<file path="config.mk">
export PLATFORM = sky130hd
export DESIGN_NAME = inst_fetch_buf_flat
export DESIGN_NICKNAME = d
export VERILOG_FILES = /design/src/rtl/inst_fetch_buf_pkg.sv /design/src/rtl/inst_fetch_buf_if.sv /design/src/rtl/inst_fetch_fifo.sv /design/src/rtl/inst_fetch_buf.sv /design/src/flat_wrapper.sv
export SDC_FILE = /design/constraint.sdc
export NUM_CORES = 1
export LEC_CHECK = 0
export BUFFER_PORTS_ARGS = -buffer_cell sky130_fd_sc_hd__buf_2
export CORE_MARGIN = 5
export CORE_UTILIZATION = 50
export CTS_BUF_LIST = sky130_fd_sc_hd__clkbuf_4 sky130_fd_sc_hd__clkbuf_8
export DETAILED_ROUTE_END_ITERATION = 10
export PLACE_DENSITY = 0.73
export SYNTH_ARGS = -nofsm -noshare
export SYNTH_HDL_FRONTEND = slang
export SYNTH_SLANG_ARGS = --single-unit
</file>
<file path="constraint.sdc">
create_clock -name clk -period 4.5 [get_ports clk]
set_input_delay 1.125 -clock clk [delete_from_list [all_inputs] [get_ports clk]]
set_output_delay 1.125 -clock clk [all_outputs]
set_load 0.05 [all_outputs]
</file>
<file path="src/rtl/inst_fetch_buf_pkg.sv">
// Shared types and constants for the instruction-fetch front end.
// Holds the bus widths, the fetch state encoding and the FIFO entry layout.
package inst_fetch_buf_pkg;

    localparam int INST_ADDR_W    = 32;
    localparam int INST_W         = 32;
    localparam int INST_BUF_DEPTH = 4;
    localparam logic RST_ENABLE   = 1'b1;

    typedef logic [INST_ADDR_W-1:0] inst_addr_t;
    typedef logic [INST_W-1:0]      inst_t;

    // pc occupies the upper half so a raw 64-bit FIFO word reads {pc, inst}
    typedef struct packed {
        inst_addr_t pc;
        inst_t      inst;
    } fetch_entry_t;

    typedef enum logic {
        F_IDLE = 1'b0,
        F_RUN  = 1'b1
    } fetch_state_t;

    function automatic inst_addr_t align_word(input inst_addr_t addr);
        return addr & ~inst_addr_t'(3);
    endfunction

endpackage

</file>
<file path="src/rtl/inst_fetch_buf_if.sv">
// ROM and decode-side signals of the fetch buffer.
// master = fetch buffer, slave = ROM/decode environment.
interface inst_fetch_buf_if
    import inst_fetch_buf_pkg::*;
#(
    parameter int DEPTH = INST_BUF_DEPTH
);
    localparam int CNT_W = $clog2(DEPTH) + 1;

    logic             rom_ce_o;
    inst_addr_t       rom_addr_o;
    inst_t            rom_data_i;
    logic             flush_i;
    inst_addr_t       flush_pc_i;
    logic             id_valid_o;
    logic             id_ready_i;
    inst_addr_t       id_pc_o;
    inst_t            id_inst_o;
    logic [CNT_W-1:0] fifo_cnt_o;

    modport master (
        output rom_ce_o, rom_addr_o, id_valid_o, id_pc_o, id_inst_o, fifo_cnt_o,
        input  rom_data_i, flush_i, flush_pc_i, id_ready_i
    );

    modport slave (
        input  rom_ce_o, rom_addr_o, id_valid_o, id_pc_o, id_inst_o, fifo_cnt_o,
        output rom_data_i, flush_i, flush_pc_i, id_ready_i
    );

endinterface

</file>
<file path="src/rtl/inst_fetch_fifo.sv">
// Synchronous prefetch FIFO with combinational head read and a single-cycle clear.
// Storage has no reset so it can map onto distributed RAM; only pointers/count reset.
module inst_fetch_fifo #(
    parameter int WIDTH = 64,
    parameter int DEPTH = 4,
    localparam int AW = $clog2(DEPTH),
    localparam int CW = AW + 1
) (
    input  logic             clk,
    input  logic             rst,
    input  logic             clear,
    input  logic             push,
    input  logic             pop,
    input  logic [WIDTH-1:0] wdata,
    output logic [WIDTH-1:0] head,
    output logic [CW-1:0]    count
);

    logic [WIDTH-1:0] mem [DEPTH];
    logic [AW-1:0]    wptr;
    logic [AW-1:0]    rptr;

    always_ff @(posedge clk) begin
        if (push && !rst && !clear) begin
            mem[wptr] <= wdata;
        end
    end

    // pointers wrap naturally because DEPTH is a power of two
    always_ff @(posedge clk) begin
        if (rst || clear) begin
            wptr  <= '0;
            rptr  <= '0;
            count <= '0;
        end else begin
            if (push) wptr <= wptr + 1'b1;
            if (pop)  rptr <= rptr + 1'b1;
            case ({push, pop})
                2'b10:   count <= count + 1'b1;
                2'b01:   count <= count - 1'b1;
                default: count <= count;
            endcase
        end
    end

    always_ff @(posedge clk) begin
        if (!rst && !clear) begin
            assert (!(push && !pop && count == CW'(DEPTH)));
            assert (!(pop && count == '0));
        end
    end

    assign head = mem[rptr];

endmodule

</file>
<file path="src/rtl/inst_fetch_buf.sv">
// Fetch PC generator, ROM interface and decode handshake around a prefetch FIFO.
// A fetch is issued in every running cycle that has (or is freeing) a free slot.
module inst_fetch_buf
    import inst_fetch_buf_pkg::*;
#(
    parameter inst_addr_t RESET_PC = 32'h0000_0000,
    parameter int         DEPTH    = INST_BUF_DEPTH
) (
    input  logic                    clk,
    input  logic                    rst,
    inst_fetch_buf_if.master        bus
);

    localparam int CW = $clog2(DEPTH) + 1;

    fetch_state_t  state;
    inst_addr_t    fetch_pc;
    logic [CW-1:0] count;
    fetch_entry_t  head;
    fetch_entry_t  wr_entry;
    logic          head_vld;
    logic          full;
    logic          deq;
    logic          enq;

    assign full     = (count == CW'(DEPTH));
    assign head_vld = !rst && (count != '0) && !bus.flush_i;
    assign deq      = head_vld && bus.id_ready_i;
    // a full FIFO still fetches when the head leaves in the same cycle
    assign enq      = (state == F_RUN) && !rst && !bus.flush_i && (!full || deq);
    assign wr_entry = '{pc: fetch_pc, inst: bus.rom_data_i};

    inst_fetch_fifo #(
        .WIDTH ($bits(fetch_entry_t)),
        .DEPTH (DEPTH)
    ) u_fifo (
        .clk   (clk),
        .rst   (rst),
        .clear (bus.flush_i),
        .push  (enq),
        .pop   (deq),
        .wdata (wr_entry),
        .head  (head),
        .count (count)
    );

    always_ff @(posedge clk) begin
        if (rst == RST_ENABLE) begin
            state    <= F_IDLE;
            fetch_pc <= RESET_PC;
        end else begin
            case (state)
                F_IDLE:  state <= F_RUN;
                F_RUN:   state <= F_RUN;
                default: state <= F_IDLE;
            endcase
            if (bus.flush_i) begin
                fetch_pc <= align_word(bus.flush_pc_i);
            end else if (enq) begin
                fetch_pc <= fetch_pc + 32'd4;
            end
        end
    end

    assign bus.rom_ce_o   = enq;
    assign bus.rom_addr_o = rst ? RESET_PC : fetch_pc;
    assign bus.id_valid_o = head_vld;
    assign bus.id_pc_o    = rst ? '0 : head.pc;
    assign bus.id_inst_o  = rst ? '0 : head.inst;
    assign bus.fifo_cnt_o = rst ? '0 : count;

endmodule

</file>
<file path="src/flat_wrapper.sv">
// flat-port wrapper written by rule: the top's interface ports become plain ports
module inst_fetch_buf_flat import inst_fetch_buf_pkg::*;
#(
    parameter inst_addr_t RESET_PC = 32'h0000_0000,
    parameter int         DEPTH    = INST_BUF_DEPTH
)
  (clk, rst, bus_rom_ce_o, bus_rom_addr_o, bus_id_valid_o, bus_id_pc_o, bus_id_inst_o, bus_fifo_cnt_o, bus_rom_data_i, bus_flush_i, bus_flush_pc_i, bus_id_ready_i);
  inst_fetch_buf_if #(.DEPTH(DEPTH)) bus_i ();
  input  logic clk;
  input  logic rst;
  output wire logic [$bits(bus_i.rom_ce_o)-1:0] bus_rom_ce_o;
  output wire logic [$bits(bus_i.rom_addr_o)-1:0] bus_rom_addr_o;
  output wire logic [$bits(bus_i.id_valid_o)-1:0] bus_id_valid_o;
  output wire logic [$bits(bus_i.id_pc_o)-1:0] bus_id_pc_o;
  output wire logic [$bits(bus_i.id_inst_o)-1:0] bus_id_inst_o;
  output wire logic [$bits(bus_i.fifo_cnt_o)-1:0] bus_fifo_cnt_o;
  input wire logic [$bits(bus_i.rom_data_i)-1:0] bus_rom_data_i;
  input wire logic [$bits(bus_i.flush_i)-1:0] bus_flush_i;
  input wire logic [$bits(bus_i.flush_pc_i)-1:0] bus_flush_pc_i;
  input wire logic [$bits(bus_i.id_ready_i)-1:0] bus_id_ready_i;
  assign bus_rom_ce_o = bus_i.rom_ce_o;
  assign bus_rom_addr_o = bus_i.rom_addr_o;
  assign bus_id_valid_o = bus_i.id_valid_o;
  assign bus_id_pc_o = bus_i.id_pc_o;
  assign bus_id_inst_o = bus_i.id_inst_o;
  assign bus_fifo_cnt_o = bus_i.fifo_cnt_o;
  assign bus_i.rom_data_i = bus_rom_data_i;
  assign bus_i.flush_i = bus_flush_i;
  assign bus_i.flush_pc_i = bus_flush_pc_i;
  assign bus_i.id_ready_i = bus_id_ready_i;
  inst_fetch_buf #(.RESET_PC(RESET_PC), .DEPTH(DEPTH)) u_core (.clk(clk), .rst(rst), .bus(bus_i));
endmodule
</file>
# After elaboration in Yosys (flattened, before gate mapping)
# Memories as Yosys holds them, arrays and structs flattened. A register that Yosys moved wholly into a read port is not among the register bits.
# Cells that the tools add are included.
# word_totals
regBits	40
mem_bits_rw	256
memories	1
# op_classes
addsub	5
eq_ne	3
mux	12
n_reduce_logical	17
# mem_list
name	words	width	rd	rd_clocked_by_memory_dff	write_ports	line_no	source
u_core.u_fifo.mem	4	64	1	1	1	inst_fetch_fifo.sv:19	logic [WIDTH-1:0] mem [DEPTH];
# ops
operator	n
32-bit two-way mux	5
32-bit by 3-bit adder with 32-bit output, second input constant	1
1-bit logical AND	8
3-bit case mux with 2 select lines	1
2-bit by 1-bit adder with 2-bit output, second input constant	2
2-bit two-way mux	2
2-bit nonzero test	2
3-bit by 1-bit adder with 3-bit output, second input constant	1
3-bit == test, second input constant	1
1-bit zero test	3
1-bit two-way mux	3
3-bit two-way mux	1
3-bit nonzero test	1
3-bit by 1-bit subtractor with 3-bit output, second input constant	1
2-bit by 1-bit == test with 1-bit output, second input constant	1
2-bit == test, second input constant	1
1-bit logical OR	2
2-bit OR reduction	1

# Depth between registers and ports, before layout
# Gate-level depths: netlist of run 1.
# logic_depth
ltp_word	10
mapped_depth	7

# Cells and area by module
# Synthesis of run 1 repeated with hierarchy kept, for this count alone.
# unflattened
hier_cells	724
hier_area_um2	12211.7
# modules_own_cells
mod	instances	cells_each	area_each_um2	seq_area_each_um2
inst_fetch_fifo	1	381	9743.1	7867.5
inst_fetch_buf	1	343	2468.6	620.6

# Worst setup path before layout of run 1
# OpenSTA, ideal clock, no wires.
# synth_path
path_type	input to register
start	input port bus_id_ready_i
end	memory u_core.u_fifo.mem[0][0] (enable)
setup_ps	427
arrival_ps	3165
t_required_ps	4073
path_slack_ps	908
cell_stages	5
path_buffers	2
path_cell_list	or4b_1 > buf_4 > and2_4 > buf_6 > and3_1
# synth_via
elab_chain_len	7
# synth_rtl
item	line_no	source
start, declared	flat_wrapper.sv:20	input wire logic [$bits(bus_i.id_ready_i)-1:0] bus_id_ready_i;
1-bit logical AND	inst_fetch_buf.sv:28	assign deq = head_vld && bus.id_ready_i;
1-bit logical OR	inst_fetch_buf.sv:30	assign enq = (state == F_RUN) && !rst && !bus.flush_i && (!full || deq);
1-bit logical AND	inst_fetch_buf.sv:30	
1-bit logical AND (2 in a row)	inst_fetch_fifo.sv:24	if (push && !rst && !clear) begin
1-bit two-way mux	inst_fetch_fifo.sv:24	
1-bit two-way mux (not written as such)	inst_fetch_fifo.sv:25	mem[wptr] <= wdata;
end, declared	inst_fetch_fifo.sv:19	
# No other way between the ends.

# Final worst setup path of run 1
# layout_path
start	input port bus_id_ready_i
end	output port bus_rom_ce_o
# layout_via
elab_chain_len	3
# layout_rtl
item	line_no	source
1-bit logical AND	inst_fetch_buf.sv:28	
1-bit logical OR	inst_fetch_buf.sv:30	
1-bit logical AND	inst_fetch_buf.sv:30	
end, declared	flat_wrapper.sv:11	output wire logic [$bits(bus_i.rom_ce_o)-1:0] bus_rom_ce_o;
# No other way between the ends.

==> summary.md, run 1 <==
| Metric | Value |
|---|---|
| Status | completed |
| DRC Markers | 0 |
| Htree depth | 2 |
| WHS | 0.507 ns |
| CTS Sinks | ~290 |
| CP arrival | 2.68 ns |
| R2r startpoint | u_core.u_fifo.count[2]$_SDFFE_PP0P_ |
| Final Slew Violations | 0 |
| Area growth syn-to-layout | 16.7% |
| Clk slew on worst S/H paths | 0.06 ns |
| Post-synth EDFFs | 248 |
| CP endpoint kind | output port |
| Seq/Total Area, Yosys | a little over two thirds |
| Synthesized flop and latch total | about 290 |
| Most common cell in the netlist | edfxtp_1 |
| Layout net count | ~960 |
| CP startpoint kind | primary input |
| Port Buf Inserts | 162 |
| Vias in the first global route | just over 7,000 |
| Yosys warning total | 0 |
| XOR/XNOR Fraction of Synth Area | around 2.0% |
| Cell area power density | ~390 nW/um^2 |
| RSZ-0062 raised after global routing | false |
| Layout cells sized above 1 | 34.8% |
| CTS tree | yes |
| Compound-Gate Fraction of Synth Area | 2.61% |
| Internal Power | 0.00417 W |
| GR Overflow Total | 0 |
| Die Y | roughly 160 um |
| Total GRT Usage | around a fifth |
| Root Buffer | clkbuf_8 |
| Initial DRC Count | 557 |
| Via count | 6,792 |
| DR WL/cell | 20.2 um |
| HP Start | u_core.u_fifo.wptr[1]$_SDFFE_PP0P_ |
| Top cells by area, synth | edfxtp_1 63%, mux4_2 12%, dfxtp_1 6.8% |
| Post-Syn Area | about 12,000 um^2 |
| Total CTS buffers | 45 |
| First-pass GRT wire length | roughly 39,000 um |
| Crit-path max FO | 12 |
| HP Class | reg2reg |
| Count of cell types in the netlist | a little under 60 |
| CP required | between 3 and 4 ns |
| Post-synth top cells | 248 x edfxtp_1, 70 x and2_1, 62 x mux4_2 |
| Initial Utilization | about half |
| Post-CTS Setup Repair Bufs | 0 |
| Io pins | 169 |
| Syn_area_per_cell | about 17 um^2 |
| Vias per std cell | approximately 5.5 |
| P_sw | about 0.0013 W |
| Comb power frac | 7.0% |
| CTS Buffer Depth | 3 |
| Period utilization | 84.5% |
| Highest clock rate | 263 MHz |
| Synth top area share | 62.8% |
| Final Setup Violations | 0 |
| Final Skew | between 0.02 and 0.03 ns |
| Met3 WL | ~1800 um |
| Asr flop ratio synth | 0% |
| Fraction of the mapped netlist area in simple logic gates | 11.3% |
| Pin count of the biggest net entering global routing | 63 |
| FP Rows | 56 |
| Clock share of power | approximately 38% |
| CTS Hold Bufs | 0 |
| Worst skew pair latency | between 0.5 and 0.6 ns |
| Minimum clock period | between 3 and 4 ns |
| Slew @ Worst Pin | just over 1 ns |
| Synth Flop Type | edfxtp_1 |
| Crit Path Class | in2out |
| Highest Signal Layer | met5 |
| Core area | 23,400 um^2 |
| Final hold vios | 0 |
| Die ar. | about 27,000 um^2 |
| Largest family of logic cells by synthesized area | multiplexers |
| Rel. slew slack | roughly a third |
| Max-capacitance violation count | 0 |
| Post-Synthesis Cells | just over 700 |
| Sw Share | roughly a quarter |
| Drt first pass iters | 5 |
| Leakage | roughly 4.8 nW |
| # diodes | 0 |
| Routability cong. | slightly above 0.8 |
| Multiplexer share of the synthesized area | a little under an eighth |
| DP HPWL | between 10,000 and 15,000 um |
| Final ANT Viol Nets | 0 |
| Critical path startpoint | bus_id_ready_i |
| Post-Synth Adder-Cell Area | 0.696% |
| Post-placement worst setup slack | approximately 0.71 ns |
| Reg power frac | a little under three fifths |
| Largest area contributor in the netlist | edfxtp_1 |
| Reg area | 8260 um^2 |
| FILL cells | approximately 1,900 |
| Area of the multi-input gates | approximately 3400 um^2 |
| Routed WL | around 25,000 um |
| Met1 wire length | about 11,000 um |
| Resized cells post-CTS | 0 |
| Die width | 164 um |
| Met2 routed WL | around 12,000 um |
| Initial antenna violation count | 1 |
| Worst VDD drop | 0.000185 V |
| TNS Setup | 0 ns |
| Final setup margin | 0.696 ns |
-- cells by family (layout without fill, tap and decap cells) --
family | count (synthesis) | in the layout
buffers and inverters | 53 | 258
flip-flops | 288 | 288
multiplexers | 63 | 63
AO/OA/AOI/OAI | 48 | 48
other | 1 | 4
AND/OR/NAND/NOR | 226 | 226
XOR/XNOR | 27 | 27
adder cells (fa/ha/maj) | 6 | 6
-- stage by stage --
| step | cell area (um^2) | utilization [%] | cells | power (W) |
|---|---|---|---|---|
| floorplan | 11900 | - | 715 | 0.00331 |
| detailed placement | 13000 | 55.6 | 1161 | 0.00344 |
| CTS | 13800 | 59.1 | 1239 | 0.00549 |
| global placement | 13000 | 55.6 | 1161 | 0.00343 |
| global route | 13800 | 59.1 | 1239 | 0.00565 |
| finish | 13800 | 59.1 | 1239 | 0.00544 |
-- power groups by stage --
| stage | Sequential [W] | Clock [W] | Combinational, W |
|---|---|---|---|
| final | 0.00300 | 0.00205 | 0.000383 |
| after global routing | 0.00301 | 0.00223 | 0.000409 |
| after CTS | 0.00300 | 0.00210 | 0.000386 |
| after detailed placement | 0.00306 | 0 | 0.000385 |
| after global placement | 0.00305 | 0 | 0.000380 |
| after floorplan | 0.00304 | 0 | 0.000274 |
-- registers in the layout, summed over array words and instances (netlist names), named ones only --
name / count
u_core.u_fifo.wptr: 2
u_core.state: 1
u_core.fetch_pc: 30
u_core.u_fifo.mem: 248
u_core.u_fifo.count: 3
u_core.u_fifo.rptr: 2
-- area by class of cell --
class                      count  area share (%)
sequential                   288            59.6
inverter                      11           0.298
clock buffer                  64            5.64
tap                          319            2.88
clock inverter                14           0.425
multi-input combinational    374            24.6
timing repair buffer         169            6.51
-- path summary, 6_finish.rpt --
kind / endpoint / slack, ns / cells after the start
max: bus_rom_ce_o / 0.70 / 6
min: u_core.u_fifo.wptr[1]$_SDFFE_PP0P_ / 0.51 / 2
max reg2reg: u_core.u_fifo.mem[2][9]$_DFFE_PP_ / 2.09 / 3
min reg2reg: u_core.u_fifo.wptr[1]$_SDFFE_PP0P_ / 0.51 / 2
-- routing by layer --
layer,vias up,track usage (%)
li1,3095,-
met1,3379,26.1
met2,271,30.5
met3,45,4.12
met4,2,4.42
met5,-,0
-- worst max-delay path, cell delays in order --
cell	delay, ns
buf_2	0.11
or4b_1	0.68
and2_4	0.32
nand2_2	0.17
inv_2	0.06
buf_2	0.21
-- placed cells by master (no fill, tap or decap), types with 4 or more instances in the layout --
cell type,count
xnor2_1,23
and3_4,4
buf_4,4
edfxtp_1,248
nor4_1,6
clkinv_1,11
buf_2,162
nor2_1,28
dfxtp_1,38
inv_1,9
ha_1,5
nor2b_1,29
nand4_1,9
a211oi_1,9
nand3_1,8
nor3_1,8
and3_1,5
clkbuf_8,48
and4_1,5
nand2_1,31
o22ai_1,6
mux4_2,62
xor2_1,4
a21oi_1,13
conb_1,4
a31oi_1,7
clkbuf_4,16
and2_1,70
No activity file was read; power rests on OpenSTA's default activity.
==> run 2: changes to the inputs <==
==> constraint.sdc (replaced) <==
create_clock -name clk -period 3.99 [get_ports clk]
set_input_delay 0.9975 -clock clk [delete_from_list [all_inputs] [get_ports clk]]
set_output_delay 0.9975 -clock clk [all_outputs]
set_load 0.05 [all_outputs]
==> run 2 against run 1 <==
  * Setup slack got worse by 0.043 ns
  * Clock skew shrank 0.0092 ns
  * Design area up 0.74%
  * Flip-flop and latch count unchanged
  * First-iteration DRC count down 11%
  * Critical path type is now reg2out
  * Largest cell class unchanged
==> summary.md, run 2 (synthesis results as in run 1) <==
| Metric | Value |
|---|---|
| Die width | ~160 um |
| Vias in the first global route | about 6,900 |
| CTS Buffer Depth | 3 |
| Post-layout util | roughly 60% |
| Final ANT Viol Nets | 0 |
| Crit Path Class | reg2out |
| Total CTS buffers | between 40 and 50 |
| Final hold vios | 0 |
| Cell area power density | ~450 nW/um^2 |
| Post-CTS Setup Repair Bufs | 0 |
| Design area | roughly 14,000 um^2 |
| CP required | approximately 3.0 ns |
| Layout net count | 966 |
| Crit-path cells | buf_12 > mux4_2 > and2_1 > buf_2 |
| Worst skew pair latency | ~0.53 ns |
| Die ar. | ~27,000 um^2 |
| Resized cells post-CTS | 0 |
| Total GRT Usage | 18.6% |
| Slew @ Worst Pin | between 0.9 and 1 ns |
| Minimum clock period | 3.34 ns |
| Die Y | around 160 um |
| Max stage delay on crit path | approximately 0.58 ns |
| Largest register FFs | 248 |
| # diodes | 0 |
| Via count | 6,706 |
| CTS Sinks | around 290 |
| HP Class | reg2reg |
| Port Buf Inserts | ~160 |
| Initial antenna violation count | 1 |
| CTS Hold Bufs | 0 |
| Worst path slowest cell | dfxtp_4 |
| CTS tree | yes |
| Status | completed |
| CP endpoint kind | output port |
| Root Buffer | clkbuf_8 |
| Period utilization | between 80% and 90% |
| Clk slew on worst S/H paths | approximately 0.06 ns |
| Routability cong. | ~0.82 |
| First-pass GRT wire length | between 30,000 and 40,000 um |
| Cell Area, Placed | roughly 13,000 um^2 |
| GR Overflow Total | 0 |
| Final Skew | approximately 0.018 ns |
| Pin count of the biggest net entering global routing | 63 |
| RSZ-0062 raised after global routing | false |
| Layout cells sized above 1 | approximately 35% |
| CP startpoint kind | flip-flop |
| Highest clock rate | ~300 MHz |
| Crit-path max FO | 23 |
| Worst VDD drop | about 0.00020 V |
| Final setup margin | about 0.65 ns |
| TNS Setup | 0 ns |
| WHS | between 0.4 and 0.5 ns |
| Area growth syn-to-layout | 17.6% |
| Routed WL | 24,600 um |
| Leakage | approximately 4.8 nW |
| Most common cell after layout, fill and taps aside | edfxtp_1 |
| Core area | roughly 23,000 um^2 |
| Initial DRC Count | between 400 and 500 |
| Top flop regs | u_core.u_fifo.mem (248), u_core.fetch_pc (30), u_core.u_fifo.count (3) |
| CP arrival | approximately 2.3 ns |
| Initial Utilization | between 50% and 60% |
| Drt first pass iters | 7 |
| Final Setup Violations | 0 |
| Rel. slew slack | about a third |
| Vias per std cell | approximately 5.4 |
| Top reg by flops | u_core.u_fifo.mem |
| FP Rows | 56 |
| Htree depth | 2 |
| DR WL/cell | between 15 and 20 um |
| DP HPWL | ~15,000 um |
| Max-capacitance violation count | 0 |
| DRC Markers | 0 |
| Io pins | about 170 |
| Most frequent cells in the layout | 248 x edfxtp_1, 162 x buf_2, 70 x and2_1 |
| Flop2flop setup slack | 1.75 ns |
| Post-placement worst setup slack | between 0.6 and 0.7 ns |
| Final Slew Violations | 0 |
==> run 2: cell count changes in the layout (fill, tap and decap cells not counted), sizes merged <==
cell	before	now
bufinv	0	1
clkinv	13	21
clkinvlp	1	0
buf	169	171
==> run 2: worst paths after layout <==
kind | endpoint | start | cells after the start
max reg2reg | u_core.u_fifo.mem[0][18]$_DFFE_PP_ | u_core.state$_DFF_P_ | 2
min | u_core.u_fifo.wptr[1]$_SDFFE_PP0P_ | u_core.u_fifo.wptr[1]$_SDFFE_PP0P_ | 2
min reg2reg | u_core.u_fifo.wptr[1]$_SDFFE_PP0P_ | u_core.u_fifo.wptr[1]$_SDFFE_PP0P_ | 2
max | bus_id_pc_o[2] | flip-flop | 4
==> run 2: area by class of cell <==
cell class	count	area, um^2
fill	1854	9460
sequential	288	8260
multi-input combinational	374	3400
timing repair buffer	171	928
clock buffer	64	793
tap	319	399
clock inverter	22	121
inverter	11	41.3
==> run 2: routing by layer <==
metal | global-route usage, % | part of all wire (%) | vias up
met1 | 26.6 | 45 | 3337
li1 | - | - | 3103
met4 | 4.19 | 1.3 | 2
met3 | 3.96 | 6.4 | 33
met2 | 29.8 | 48 | 231
met5 | 0 | 0.045 | -
==> run 2: per-stage QoR <==
| stage | total power, W | std cells |
|---|---|---|
| final | 0.00627 | 1249 |
| after global routing | 0.00651 | 1249 |
| after CTS | 0.00634 | 1249 |
| after detailed placement | 0.00388 | 1163 |
| after global placement | 0.00387 | 1163 |
| after floorplan | 0.00373 | 715 |
==> run 2: critical path: cells and delay by family (launching register included) <==
family / cells / cell delay, ns
flip-flops: 1 / 0.58
buffers and inverters: 2 / 0.48
multiplexers: 1 / 0.55
AND/OR/NAND/NOR: 1 / 0.18
==> run 2: power by group <==
part | internal, W | switching, W
clock | 0.00135 | 0.00110
combinational | 0.000131 | 0.000298
sequential | 0.00332 | 0.0000618
==> run 3: changes to the inputs <==
--- a/config.mk
+++ b/config.mk
@@ -5,12 +5,13 @@
 export SDC_FILE = /design/constraint.sdc
 export NUM_CORES = 1
 export LEC_CHECK = 0
+export ABC_AREA = 1
 export BUFFER_PORTS_ARGS = -buffer_cell sky130_fd_sc_hd__buf_2
 export CORE_MARGIN = 5
 export CORE_UTILIZATION = 50
 export CTS_BUF_LIST = sky130_fd_sc_hd__clkbuf_4 sky130_fd_sc_hd__clkbuf_8
 export DETAILED_ROUTE_END_ITERATION = 10
-export PLACE_DENSITY = 0.73
+export PLACE_DENSITY = 0.76
 export SYNTH_ARGS = -nofsm -noshare
 export SYNTH_HDL_FRONTEND = slang
 export SYNTH_SLANG_ARGS = --single-unit
==> constraint.sdc (replaced) <==
create_clock -name clk -period 2.8 [get_ports clk]
set_input_delay 0.7 -clock clk [delete_from_list [all_inputs] [get_ports clk]]
set_output_delay 0.7 -clock clk [all_outputs]
set_load 0.05 [all_outputs]
==> run 3 against run 2 <==
  * Core utilization is 0.58 points higher
  * Via count is 44% higher
  * Sequential power is 42% higher
  * Synthesized area is 6.2% higher
  * Non-clock buffer count is 19 higher
  * Sequential share of layout area is 4.3 points lower
  * Synthesized cell count is 78% higher
  * Design area is 7.7% higher
  * Setup slack worse by 0.60 ns
  * Critical path depth is 2 higher
  * Clock power is 38% higher
  * Critical path type unchanged
  * Largest power group unchanged
==> summary.md, run 3 <==
| Metric | Value |
|---|---|
| Final hold vios | 0 |
| CP arrival | a little over 2 ns |
| Overall power | between 0.008 and 0.009 W |
| Die ar. | 28,500 um^2 |
| Initial antenna violation count | 0 |
| Layout net count | around 1,500 |
| Most common cell in the netlist | nor2_1 |
| Routability cong. | just over 0.9 |
| Count of cell types in the netlist | 36 |
| CP endpoint kind | output port |
| Initial Utilization | about half |
| Most common cell after layout, fill and taps aside | nor2_1 |
| Flop2flop setup slack | approximately 0.77 ns |
| Via count | slightly below 10,000 |
| Crit Path Class | reg2out |
| R2r startpoint | u_core.u_fifo.count[2]$_SDFFE_PP0P_ |
| Clock share of power | roughly two fifths |
| Post-synth EDFFs | around 250 |
| Final ANT Viol Nets | 0 |
| CP required | between 2 and 2.5 ns |
| Largest register FFs | ~250 |
| Htree depth | 2 |
| Root Buffer | clkbuf_8 |
| Area growth syn-to-layout | 19.3% |
| Final Skew | ~0.017 ns |
| Worst path bufs/invs | 2 |
| RSZ-0062 raised after global routing | true |
| Largest area contributor in the netlist | edfxtp_1 |
| Worst skew pair latency | approximately 0.55 ns |
| Highest clock rate | roughly 360 MHz |
| Synth Flop Type | edfxtp_1 |
| Io pins | between 150 and 200 |
| Layout cells sized above 1 | ~20% |
| Total GRT Usage | roughly a fifth |
| Top reg by flops | u_core.u_fifo.mem |
| Final Setup Violations | 0 |
| Most frequent cells in the layout | 336 x nor2_1, 248 x edfxtp_1, 181 x nand2_1 |
| Worst VDD drop | just over 0.0003 V |
| DR WL/cell | about 17 um |
| Reg power frac | 54.2% |
| Yosys warning total | 0 |
| Vias in the first global route | around 9,000 |
| Top cell family by delay on the critical path | buffers and inverters |
| Core area | roughly 25,000 um^2 |
| Synthesized flop and latch total | 288 |
| Area of the multi-input gates | approximately 3800 um^2 |
| CTS tree | yes |
| Post-Syn Area | roughly 13,000 um^2 |
| Minimum clock period | roughly 2.7 ns |
| Final Slew Violations | 0 |
| HP Start | bus_rom_data_i[1] |
| Asr flop ratio synth | 0% |
| Seq/Total Area, Yosys | 65.5% |
| Post-synth top cells | 340 x nor2_1, 248 x edfxtp_1, 181 x nand2_1 |
| Drt first pass iters | 5 |
| Synth top area share | slightly below 60% |
| CTS Hold Bufs | 0 |
| P_sw | around 0.0022 W |
| CTS Sinks | 288 |
| HP Class | in2reg |
| Final std cells w/o fill | around 1,800 |
| First-pass GRT wire length | around 48,000 um |
| Pin count of the biggest net entering global routing | 77 |
| Initial DRC Count | 864 |
| Post-Synthesis Cells | 1,270 |
| Die Y | 169 um |
| Crit-path max FO | 12 |
| FILL cells | 2,049 |
| Vias per std cell | 5.32 |
| Internal Power | around 0.0067 W |
| TNS Setup | 0 ns |
| Syn_area_per_cell | 9.92 um^2 |
| Comb power frac | under 10% |
| Top cells by area, synth | edfxtp_1 59%, nor2_1 10%, dfxtp_1 6.4% |
| Worst path slowest cell | dfxtp_4 |
| FP Rows | 58 |
| Cell area power density | 590 nW/um^2 |
| DP Cell Count | 1,722 |
| Sw Share | around a quarter |
| Period utilization | 97.9% |
| Leakage | ~5.7 nW |
| DP HPWL | ~19,000 um |
| Crit-path cells | buf_4 > nor2_1 > nor2_1 > o21ai_0 > a21oi_1 > buf_4 |
| Port Buf Inserts | approximately 160 |
| Reg area | 8250 um^2 |
| Status | completed |
| GR Overflow Total | 0 |
| Max-capacitance violation count | 0 |
| Routed WL | between 30,000 and 40,000 um |
| Die width | ~170 um |
| CP startpoint kind | flip-flop |
| WHS | approximately 0.36 ns |
| Total CTS buffers | 46 |
| Clk slew on worst S/H paths | roughly 0.06 ns |
| DRC Markers | 0 |
| Max stage delay on crit path | 0.48 ns |
| CTS Buffer Depth | 3 |
| Top flop regs | u_core.u_fifo.mem (248), u_core.fetch_pc (30), u_core.u_fifo.count (3) |
-- run 3: power by group through the flow --
stage / clock network (W) / logic, W / registers [W]
2_1_floorplan: 0 / 0.000445 / 0.00486
3_3_place_gp: 0 / 0.000636 / 0.00489
3_5_place_dp: 0 / 0.000646 / 0.00489
4_1_cts: 0.00347 / 0.000660 / 0.00480
5_1_grt: 0.00367 / 0.000722 / 0.00481
6_report: 0.00339 / 0.000672 / 0.00481
-- run 3: final cells by class --
| type | instances | share of cell area [%] |
|---|---|---|
| multi-input combinational | 839 | 25.2 |
| tap | 330 | 2.75 |
| timing repair buffer | 190 | 9.15 |
| inverter | 79 | 2.02 |
| antenna | 1 | 0.0167 |
| clock buffer | 56 | 4.76 |
| sequential | 288 | 55.0 |
| clock inverter | 30 | 1.12 |
-- run 3: path summary, 6_finish.rpt --
path	cells after the start	endpoint
worst max-delay path	6	bus_id_pc_o[8]
worst min-delay path	1	u_core.u_fifo.mem[1][1]$_DFFE_PP_
worst min register to register	2	u_core.u_fifo.rptr[0]$_SDFFE_PP0P_
worst max register to register	9	u_core.fetch_pc[8]$_SDFFE_PP0P_
-- run 3: metal layers --
layer	track usage [%]	wire length (um)	vias to the layer above
met2	34.6	14500	464
met4	6.35	631	0
met1	29.2	13000	4510
li1	-	-	4624
met5	0	0	-
met3	3.32	2660	56
-- run 3: logic make-up after synthesis --
logic type / count (synthesis) / synth area share (%)
DFF: 288 / 65.5
other: 1 / 0.0298
adders and majority gates: 6 / 0.656
buffers and inverters: 146 / 4.98
xor gates and xnor gates: 4 / 0.278
AOI/OAI and AO/OA: 234 / 9.40
and+or+nand+nor: 591 / 19.2
-- run 3: stage by stage --
stage	area, um^2	util (%)	worst slack [ns]
2_1_floorplan	12600	-	-0.663
3_3_place_gp	13900	55.6	0.288
3_5_place_dp	13900	55.6	0.253
4_1_cts	14900	59.7	-0.0175
5_1_grt	15000	60.1	-0.0284
6_report	15000	60.2	0.0587
-- run 3: what timing repair did --
item,CTS,global route
gates resized for setup,29,50
setup endpoints to repair,62,54
cloned,1,1
pin swaps,0,2
buffers inserted,2,0
